$ cat config.mk
export PLATFORM = sky130hd
export DESIGN_NAME = alu_arbiter
export DESIGN_NICKNAME = d
export VERILOG_FILES = /design/src/rtl/alu_arbiter.sv
export SDC_FILE = /design/constraint.sdc
export NUM_CORES = 1
export LEC_CHECK = 0
export CAP_MARGIN = 0
export CORE_AREA = 2 2 126 128
export CTS_BUF_LIST = sky130_fd_sc_hd__clkbuf_4
export CTS_CLUSTER_DIAMETER = 120
export DETAILED_ROUTE_END_ITERATION = 7
export DIE_AREA = 0 0 128 130
export GPL_TIMING_DRIVEN = 0
export PLACE_DENSITY_LB_ADDON = 0.1
export SETUP_SLACK_MARGIN = 0.5
export SLEW_MARGIN = 20
export SYNTH_ARGS = -nofsm -noshare
export SYNTH_HDL_FRONTEND = slang
export SYNTH_SLANG_ARGS = --single-unit
$ cat constraint.sdc
create_clock -name clk -period 4.52 [get_ports clk]
set_clock_uncertainty 0.1 [all_clocks]
set_input_delay 0.678 -clock clk [delete_from_list [all_inputs] [get_ports clk]]
set_output_delay 0.678 -clock clk [all_outputs]
set_load 0.05 [all_outputs]
$ cat src/rtl/alu_arbiter.sv
// Round-robin arbiter sharing one combinational ALU between the execute stage (port 0)
// and the address-generation/CSR path (port 1); one operation in flight, IDLE -> EXEC -> RESP.
`timescale 1ns/1ps
module alu_arbiter #(
  parameter int XLEN = 32
) (
  input  logic            clk,
  input  logic            rst_n,
  input  logic            req_valid_0,
  input  logic            req_valid_1,
  output logic            req_ready_0,
  output logic            req_ready_1,
  input  logic [XLEN-1:0] req_op1_0,
  input  logic [XLEN-1:0] req_op1_1,
  input  logic [XLEN-1:0] req_op2_0,
  input  logic [XLEN-1:0] req_op2_1,
  input  logic [3:0]      req_op_0,
  input  logic [3:0]      req_op_1,
  output logic            rsp_valid_0,
  output logic            rsp_valid_1,
  input  logic            rsp_ready_0,
  input  logic            rsp_ready_1,
  output logic [XLEN-1:0] rsp_result_0,
  output logic [XLEN-1:0] rsp_result_1,
  output logic [3:0]      rsp_flags_0,
  output logic [3:0]      rsp_flags_1,
  output logic            rsp_err_0,
  output logic            rsp_err_1,
  output logic [XLEN-1:0] alu_operand1,
  output logic [XLEN-1:0] alu_operand2,
  output logic [3:0]      alu_op,
  input  logic [XLEN-1:0] alu_result,
  input  logic            alu_zero,
  input  logic            alu_negative,
  input  logic            alu_overflow,
  input  logic            alu_carry,
  output logic            busy
);

  localparam logic [3:0] ALU_ADD = 4'd0;
  localparam logic [3:0] ALU_SUB = 4'd1;
  localparam logic [3:0] ALU_AND = 4'd2;
  localparam logic [3:0] ALU_OR  = 4'd3;
  localparam logic [3:0] ALU_XOR = 4'd4;
  localparam logic [3:0] ALU_SLL = 4'd5;
  localparam logic [3:0] ALU_SRL = 4'd6;
  localparam logic [3:0] ALU_SRA = 4'd7;

  typedef enum logic [1:0] {
    IDLE = 2'd0,
    EXEC = 2'd1,
    RESP = 2'd2
  } state_t;

  state_t state, state_nx;

  logic            last_grant;
  logic            owner;
  logic            grant;
  logic            accept;
  logic [XLEN-1:0] op1_p0;
  logic [XLEN-1:0] op2_p0;
  logic [3:0]      op_p0;
  logic [XLEN-1:0] result_p1;
  logic [3:0]      flags_p1;
  logic            err_p1;

  function automatic logic op_legal(input logic [3:0] op);
    case (op)
      ALU_ADD, ALU_SUB, ALU_AND, ALU_OR,
      ALU_XOR, ALU_SLL, ALU_SRL, ALU_SRA: return 1'b1;
      default:                            return 1'b0;
    endcase
  endfunction

  // Port 1 wins when it is alone, or on a tie when port 0 had the last grant.
  assign grant  = req_valid_1 & (~req_valid_0 | ~last_grant);
  assign accept = req_ready_0 | req_ready_1;

  always_comb begin
    state_nx    = state;
    req_ready_0 = 1'b0;
    req_ready_1 = 1'b0;
    rsp_valid_0 = 1'b0;
    rsp_valid_1 = 1'b0;
    case (state)
      IDLE: begin
        req_ready_0 = req_valid_0 & ~grant;
        req_ready_1 = grant;
        if (req_valid_0 | req_valid_1) state_nx = EXEC;
      end
      EXEC: state_nx = RESP;
      RESP: begin
        rsp_valid_0 = ~owner;
        rsp_valid_1 = owner;
        if (owner ? rsp_ready_1 : rsp_ready_0) state_nx = IDLE;
      end
      default: state_nx = IDLE;
    endcase
  end

  always_ff @(posedge clk or negedge rst_n) begin
    if (!rst_n) state <= IDLE;
    else        state <= state_nx;
  end

  // Stage p0: operands latched on accept; stage p1: ALU outputs captured at the end of EXEC.
  always_ff @(posedge clk or negedge rst_n) begin
    if (!rst_n) begin
      op1_p0     <= '0;
      op2_p0     <= '0;
      op_p0      <= '0;
      owner      <= 1'b0;
      last_grant <= 1'b1;
      result_p1  <= '0;
      flags_p1   <= '0;
      err_p1     <= 1'b0;
    end else begin
      if (accept) begin
        op1_p0     <= grant ? req_op1_1 : req_op1_0;
        op2_p0     <= grant ? req_op2_1 : req_op2_0;
        op_p0      <= grant ? req_op_1  : req_op_0;
        owner      <= grant;
        last_grant <= grant;
      end
      if (state == EXEC) begin
        // An illegal opcode leaves the ALU outputs undefined, so they are never captured.
        if (op_legal(op_p0)) begin
          result_p1 <= alu_result;
          flags_p1  <= {alu_zero, alu_negative, alu_overflow, alu_carry};
          err_p1    <= 1'b0;
        end else begin
          result_p1 <= '0;
          flags_p1  <= '0;
          err_p1    <= 1'b1;
        end
      end
    end
  end

  assign alu_operand1 = op1_p0;
  assign alu_operand2 = op2_p0;
  assign alu_op       = op_p0;
  assign busy         = (state != IDLE);

  assign rsp_result_0 = owner ? '0 : result_p1;
  assign rsp_flags_0  = owner ? '0 : flags_p1;
  assign rsp_err_0    = ~owner & err_p1;
  assign rsp_result_1 = owner ? result_p1 : '0;
  assign rsp_flags_1  = owner ? flags_p1  : '0;
  assign rsp_err_1    = owner & err_p1;

endmodule
; Yosys cells after proc, flatten, opt, wreduce, memory -nomap -nowiden
; Cells that the tools add are included.
[word_totals]
input_bits = 178
out_inout_bits = 147
reg_bits = 109
wordCells = 47
[classes]
n_reduce_logical = 3
n_bitwise = 11
n_eq_ne = 4
muxes = 20
[op_table]
columns = operator, count
row1 = 32-bit 2-to-1 mux, 5
row2 = 4-bit 2-to-1 mux, 4
row3 = 1-bit 2-to-1 mux, 8
row4 = 2-bit case mux with 3 select lines, 1
row5 = 1-bit AND, 4
row6 = 2-bit 2-to-1 mux, 2
row7 = 2-bit inequality test (second input constant), 2
row8 = 1-bit NOT, 4
row9 = 1-bit bitwise OR, 3
row10 = 2-bit by 1-bit equality test with 1-bit output (second input constant), 1
row11 = 2-bit equality test (second input constant), 1
row12 = 2-bit logical NOT, 1
row13 = 2-bit AND reduction, 1
row14 = 2-bit nonzero test, 1

; Longest topological paths before layout
; Gate-level depths: netlist of the first run.
[logic_depth]
word_depth = 7
ltp_mapped = 6

; Worst setup path before layout of the first run
; No wires, ideal clock.
[synth_path]
path_type = in2out
start = in req_valid_1
end = out req_ready_1
cell_stages = 4
arrival_ps = 2272
setup_slack_ps = 1470
cell_sequence = a21bo_1 > buf_6 > buf_8 > nor3_1
[synth_via]
elab_chain_len = 2
[synth_rtl]
columns = item, line_no
row1 = start: declaration, 10  ; input logic req_valid_1,
row2 = 1-bit AND, 77  ; assign grant = req_valid_1 & (~req_valid_0 | ~last_grant);
row3 = 1-bit 2-to-1 mux, 86  ; case (state)
row4 = end: declaration, 12  ; output logic req_ready_1,
; Every way passes these cells.

; Worst setup path after layout of the first run
; Same ends and word-level chain as after synthesis.

==> impl_summary.md, run 1 <==
Worst setup path
STA classifies the critical path startpoint as an input port. The data arrival time of the worst path is 2.79 ns. The setup path with the least slack is of type input port to output port. The worst setup path is captured at an output port. At the worst endpoint, the required time is 3.74 ns. Of all nets on the critical path, the largest fanout is 10.

Die
The die span in x is 128 um. The region available for standard cell placement spans 15400 um2. The die height is 130 um. Once the floorplan was initialized, standard cells occupied 40.0% of the core. The die covers 16600 um2. In this run the core area contains 46 standard-cell rows. 325 I/O pins were placed.

Power and ir drop
Across the VDD grid, the largest voltage drop is 375 uV. In this run the power density over the cells is 737 nW/um2. The leakage power summed over all cells is 4.32 nW. The design draws 7.22 mW.

Timing
The final worst slack is 0.947 ns. The time the final worst path needs with I/O delays and setup is 3.57 ns. The final cycle utilization of the critical path is 79.0%.

The count of pins over their slew limit is 0. The count of endpoints failing setup in the final report is 0. Setup repair after global routing left no endpoint under its margin. Headroom to the max-slew limit came out at 62.6%.

The total negative slack for setup checks is 0 ns. At the pin with the least slew margin, the transition time is 0.559 ns. The highest attainable clock frequency is 0.280 GHz. The count of final hold-check violations is 0.

Hold path
The path type of the worst min-delay path is input port to asynchronous set/reset pin.

Layout
The ratio of cells with drive above 1 in the final layout is 21.0%. The design area is 9810 um2. The layout overhead on the synthesized area is 58.8%. The post-route non-filler standard cell count is 1017. The net total in the final layout is 996. After filler insertion, the fill cell instance count of the layout stands at 1268.

Route
The total wire length is 17200 um. After detailed routing, the average wire length per cell comes to 16.9 um. The pre-antenna-repair detailed-routing pass consisted of 6 iterations. Once detail routing completed, the nets flagged for antenna violations numbered 0.

Summing over every cut layer, the via total after detailed routing is 4737. For this block, the initial DRC count from the detailed router was 196. In the routed layout, each cell is associated on average with a via count of 4.66.

The detailed-route DRC error count is 0.

Global route
Global routing used 20.2% of the available tracks. The global-route wire length before repair is 26200 um. The number of antenna violations at the first check in global routing is 1.

The pin count of the biggest net entering global routing is 57. The via count of the first global-routing pass is 4990. The total overflow left after global routing is 0.

Synthesis
The post-synth net total is 660. The synthesized area per cell is 12.8 um2. Synthesis produced a netlist whose cell count is 482.

The portion of the post-synthesis area used by sequential elements is 44.2%. The number of different library cells used by synthesis comes to 23. The number of warnings printed during yosys synthesis is 0. The total of flip-flops plus latches after synthesis is 109.

The cell area that synthesis handed to floorplanning was 6180 um2.

Clocking
Counting the buffers created by CTS gives 9. The clock tree root buffer cell is clkbuf_4. After clock tree synthesis, the clock-pin slew on the worst setup and hold paths is 0.16 ns. The post-cts hold buffer count is 0. The CTS tree is built.

The maximum buffer depth of the clock tree is 2. Once the clock tree was built, the setup fixing pass inserted 0 buffers. The clock reaches the later pin of the worst-skew pair after 0.42 ns. In this run the number of H-tree levels came out at 3.

Gates resized during post-CTS repair numbered 0. The clock net sink count is 109.

Place
The HPWL reported at the end of detailed placement is 13900 um. The count of buffers from port buffering is 324. Once placement finished, the instance area stood at 9690 um2. Counting tap cells, the placed design contains a total of 999 instances.

Timing analysis after detailed placement gives a worst setup slack of 0.962 ns. The congestion estimate from routability-driven global placement came to 0.804.

Job
The max-cap violation count is 0.

Outcome
The flow ran to the end, and the final reports show no timing, DRC or antenna violations.
## final cells by class
cell class                      count  area, um2  area share, %
Antenna cell                        2       5.00         0.0510
Buffer                             36        287           2.92
Clock buffer                       12       90.1          0.918
Clock inverter                      4       25.0          0.255
Inverter                            2       7.51         0.0765
Multi-Input combinational cell    335       3150           32.2
Sequential cell                   109       2730           27.8
Tap cell                          192        240           2.45
Timing Repair Buffer              325       3270           33.4
## sequential cells by signal (all words and copies together) (netlist names)
register and flops:
alu_op 4, flags_p1 4, alu_operand2 32, result_p1 32
alu_operand1 32, err_p1 1, owner 1, last_grant 1
state 2
## worst max-delay path, stage by stage
cell and delay [ns]:
clkdlybuf4s50_1 0.49, a21bo_1 0.22, buf_6 0.16, buf_8 0.16, nor3_1 0.20, clkdlybuf4s50_1 0.88
## logic make-up (layout without fill, tap and decap cells)
family	count (synthesis)	count (layout)	share of synthesized area (%)
AND/OR/NAND/NOR	156	156	14.2
multiplexers	138	138	33.4
flip-flops	109	109	44.2
other	0	2	0
buffers and inverters	38	379	4.76
AO/OA/AOI/OAI	41	41	3.48
## stage by stage
stage                     hold slack [ns]  util [%]
after global routing               0.0693      63.6
after detailed placement            0.380      62.8
final                              0.0702      63.6
after global placement              0.372      62.6
after floorplan                     0.282         -
after CTS                          0.0512      63.6
## power breakdown
part	leakage, nW	internal [mW]	switching [mW]
clock network	0.0650	0.131	0.307
registers	1.32	1.44	0.296
logic	2.93	2.09	2.96
## synthesized netlist by cell type
master    count  area share [%]
or3b_2        1            0.14
buf_1         2            0.12
dfrtp_1     108              44
o21ai_0      38             3.1
a21o_1        1            0.12
inv_1         2            0.12
mux2_4      136              33
buf_6         3            0.55
and2_1       37             3.7
nand2b_1     38             3.8
nor2b_1      38             3.8
clkbuf_1     18             1.1
buf_4         5            0.61
nor2_1        3            0.18
buf_8         1            0.24
buf_2         1           0.081
dfstp_2       1            0.43
a21bo_1       1            0.16
nand2_1      38             2.3
nor3_1        1           0.081
mux2_2        2            0.36
buf_12        6             1.9
o21a_1        1            0.12
## path summary, 6_finish.rpt
path                                   startpoint  slack [ns]                           end  depth (start not counted)
min in group clk           last_grant$_DFFE_PN1P_        0.40        last_grant$_DFFE_PN1P_                          2
max                                   req_valid_1        0.95                   req_ready_1                          6
min reg2reg                last_grant$_DFFE_PN1P_        0.40        last_grant$_DFFE_PN1P_                          2
max reg2reg                  state[1]$_DFFE_PN0P_        2.63  alu_operand2[28]$_DFFE_PN0P_                          6
max in group asynchronous                   rst_n        3.58  alu_operand1[31]$_DFFE_PN0P_                          2
min                                         rst_n        0.07     result_p1[11]$_DFFE_PN0N_                          1
## cells in the final DEF, fill, tap and decap left out, drive strengths merged
master           n
clkbuf          30
clkdlybuf4s50  323
buf             20
dfrtp          108
a21bo            1
inv              2
o21a             1
nor2             3
clkinv           3
and2            37
or3b             1
o21ai           38
mux2           138
clkinvlp         1
nor3             1
nor2b           38
a21o             1
nand2           38
dfstp            1
diode            2
nand2b          38
## routing by layer
| layer | vias to the layer above | GRT usage, % | wire (um) | share of wire, % |
|---|---|---|---|---|
| met5 | - | 0 | 0 | 0 |
| met4 | 0 | 7.30 | 434 | 2.5 |
| met3 | 24 | 5.00 | 1160 | 6.7 |
| met2 | 202 | 37.2 | 8930 | 52 |
| met1 | 2230 | 22.8 | 6700 | 39 |
| li1 | 2281 | - | - | - |
Note: power is estimated with default switching activity, not from simulation.
==> run 2, diff against run 1 <==
--- a/config.mk
+++ b/config.mk
@@ -6,11 +6,11 @@
 export NUM_CORES = 1
 export LEC_CHECK = 0
 export CAP_MARGIN = 0
-export CORE_AREA = 2 2 126 128
+export CORE_MARGIN = 2
+export CORE_UTILIZATION = 41
 export CTS_BUF_LIST = sky130_fd_sc_hd__clkbuf_4
 export CTS_CLUSTER_DIAMETER = 120
 export DETAILED_ROUTE_END_ITERATION = 7
-export DIE_AREA = 0 0 128 130
 export GPL_TIMING_DRIVEN = 0
 export PLACE_DENSITY_LB_ADDON = 0.1
 export SETUP_SLACK_MARGIN = 0.5
==> constraint.sdc (replaced) <==
create_clock -name clk -period 3.3 [get_ports clk]
set_clock_uncertainty 0.1 [all_clocks]
set_input_delay 0.495 -clock clk [delete_from_list [all_inputs] [get_ports clk]]
set_output_delay 0.495 -clock clk [all_outputs]
set_load 0.05 [all_outputs]
==> impl_summary.md, run 2 (synthesized netlist as in run 1, its figures left out) <==
Power and ir drop
The peak supply drop is 581 uV (+55%). The leakage power summed over all cells is 4.64 nW (+7.2%). The net switching power came to 4.92 mW (+38%). The share of power burned in the clock network is 6.7% (+0.6 points). The proportion of power drawn by flip-flops and latches is 24.4% (+0.4 points). The switching share of total power is 50.0% (+0.65 points). The internal power component was 4.92 mW (+34%). The cell area power density is 1010 nW/um2 (+37%). The power share of the combinational group is 68.9% (-1.1 points).

Worst setup path
The worst setup path is of the flop to output port kind. The kind of end point of the critical path is an output port. The data required time at the worst endpoint was 2.70 ns (-1.04 ns). The worst setup path startpoint is owner$_DFFE_PN0P_. The data arrival time of the worst path is 2.11 ns (-0.68 ns). The top fanout value on the critical path is 10 (unchanged). The critical path startpoint category is a flop. The startpoint identified for the worst register-to-register timing path is state[1]$_DFFE_PN0P_.

Die
The overall die area is 16100 um2 (-3.5%). The total number of placement rows came to 44 (-4.3%). The I/O pin count is 325 (unchanged). The die height is 127 um (-2.5%).

The die span in x is 127 um (-0.98%). The area of the placeable core was 14600 um2 (-5.1%). The initial standard-cell utilization of the core is 42.2% (+2.1 points).

Route
The detail-routed net length per standard cell was 17.2 um (+1.5%). The number of iterations in the first detailed-routing pass was 4 (-2). The average via count per standard cell is 4.71 (+1.0%). The number of nets with antenna violations after detailed routing was 0 (unchanged). The detailed-route DRC error count is 0 (unchanged).

The first-iteration detailed-routing DRC count is 186 (-5.1%). The routed via count is 4748 (+0.23%). The total wire length is 17400 um (+0.75%).

Timing
Of the available clock period, the critical path in the final layout requires 82.1%. The slew at the pin closest to its max-slew limit is 0.585 ns (+0.0261 ns). Timing would allow up to 0.369 GHz.

The total negative slack for setup checks is 0 ns (unchanged). The count of final hold-check violations came to 0 (unchanged). The count of endpoints failing setup in the final report is 0 (unchanged). Subtracting the final worst setup slack from the clock period gives 2.71 ns. The final worst slack is 0.592 ns (-0.355 ns).

The worst max-slew margin expressed relative to the limit came to 60.9% (-1.7 points). The count of pins over their slew limit is 0 (unchanged). Setup repair after global routing could not meet its margin everywhere.

Layout
Leaving out fill and tap cells, the most frequent cells in the layout are clkdlybuf4s50_1, mux2_4, dfrtp_1. The net total in the final layout is 997 (+0.10%). The commonest non-fill, non-tap cell in the layout is clkdlybuf4s50_1. The post-route non-filler standard cell count is 1009 (-0.79%). The ratio of cells with drive above 1 in the final layout was 25.2% (+4.2 points). The layout overhead on the synthesized area is 58.0%.

Place
The placer congestion estimate came to 0.813 (+1.0%). The number of placed instances, taps included came to 991 (-0.80%). The HPWL reported at the end of detailed placement was 13900 um (+0.39%).

The count of buffers from port buffering was 324 (unchanged). The worst slack at placement was 0.0705 ns (-0.891 ns).

Global route
The overall global routing resource usage was 21.2% (+1.0 points). The global-route wire length before repair is 26600 um (+1.6%). The via count of the first global-routing pass is 5057 (+1.3%). The number of antenna violations at the first check in global routing is 1 (unchanged). The pin count of the biggest net entering global routing is 82 (+44%). The remaining global-route overflow was 0 (unchanged).

Clocking
The maximum buffer depth of the clock tree is 2 (unchanged). The level count of the clock H-tree came to 3 (unchanged). The clock net sink count is 109 (unchanged). TritonCTS built the clock tree. The number of CTS-inserted buffers was 9 (unchanged). The clock network latency to the later pin of the worst-skew pair is 0.45 ns (+0.03 ns). The cell sitting at the root of the clock tree is a clkbuf_4. The CTS clock-pin slew for the worst setup and hold paths came to 0.16 ns (about the same).

Outcome
The run finished with clean final reports.

Hold path
The path class of the tightest hold or removal check is input port to asynchronous set/reset pin.

Job
The max-cap violation count is 0 (unchanged).
==> run 2: changes by cell type in the layout (fill, tap and decap cells not counted), sizes merged <==
cell           previous run  this run
diode                     2         1
dlygate4sd3               0         1
dlymetal6s2s              0         7
clkbuf                   30        41
clkinv                    3         4
buf                      20        21
dlygate4sd2               0        37
clkdlybuf4s15             0        19
clkdlybuf4s50           323       247
clkinvlp                  1         0
bufinv                    0         1
==> run 2: timing repair <==
item / 4_1_cts / 5_1_grt
hold buffers: 1 / 0
endpoints found under the setup margin: 78 / 31
buffers inserted: 0 / 0
endpoints found under the hold margin: 28 / 0
resized for setup: 124 / 25
cloned: 0 / 0
pin swaps: 0 / 0
==> run 2: cell type report <==
class / count / area [um2]
Fill cell: 1155 / 4880
Timing Repair Buffer: 326 / 3210
Multi-Input combinational cell: 335 / 3150
Sequential cell: 109 / 2730
Buffer: 36 / 290
Tap cell: 184 / 230
Clock buffer: 11 / 82.6
Clock inverter: 5 / 51.3
Inverter: 2 / 7.51
Antenna cell: 1 / 2.50
==> run 2: per-stage QoR <==
stage | instance area [um2] | utilization [%] | hold slack, ns | power (mW)
after floorplan | 6180 | - | 0.0994 | 7.12
after global placement | 9650 | 65.9 | 0.374 | 9.30
after detailed placement | 9680 | 66.1 | 0.281 | 9.40
after CTS | 9800 | 67.0 | 0.350 | 9.95
after global routing | 9760 | 66.7 | 0.372 | 10.3
final | 9760 | 66.7 | 0.368 | 9.84
==> run 2: path summary, 6_finish.rpt <==
path | to | slack [ns] | cells after the start
max | rsp_result_0[2] | 0.59 | 3
min | result_p1[28]$_DFFE_PN0N_ | 0.37 | 2
max reg2reg | alu_operand2[23]$_DFFE_PN0P_ | 1.41 | 6
min reg2reg | last_grant$_DFFE_PN1P_ | 0.41 | 2
max in group asynchronous | last_grant$_DFFE_PN1P_ | 2.05 | 3
min in group clk | last_grant$_DFFE_PN1P_ | 0.41 | 2
==> run 2: worst max-delay path: stages (launching register included) <==
cell and delay [ns]:
dfrtp_2 0.50, clkbuf_2 0.21, nor2b_1 0.14, clkdlybuf4s50_1 0.81
==> run 2: power by group through the flow <==
stage | Clock (mW) | Combinational (mW) | Sequential (mW)
after floorplan | 0 | 3.30 | 3.82
after global placement | 0 | 6.92 | 2.38
after detailed placement | 0 | 7.00 | 2.40
after CTS | 0.682 | 6.87 | 2.40
after global routing | 0.739 | 7.10 | 2.47
final | 0.664 | 6.78 | 2.40
==> run 2: per-layer routing <==
layer  part of all wire (%)  GRT usage (%)  vias to the layer above  wire (um)
li1                       -              -                     2283          -
met1                     39           23.9                     2252       6760
met3                    6.3           4.56                       17       1100
met4                    1.3           5.24                        0        234
met2                     53           40.6                      196       9260
met5                      0              0                        -          0
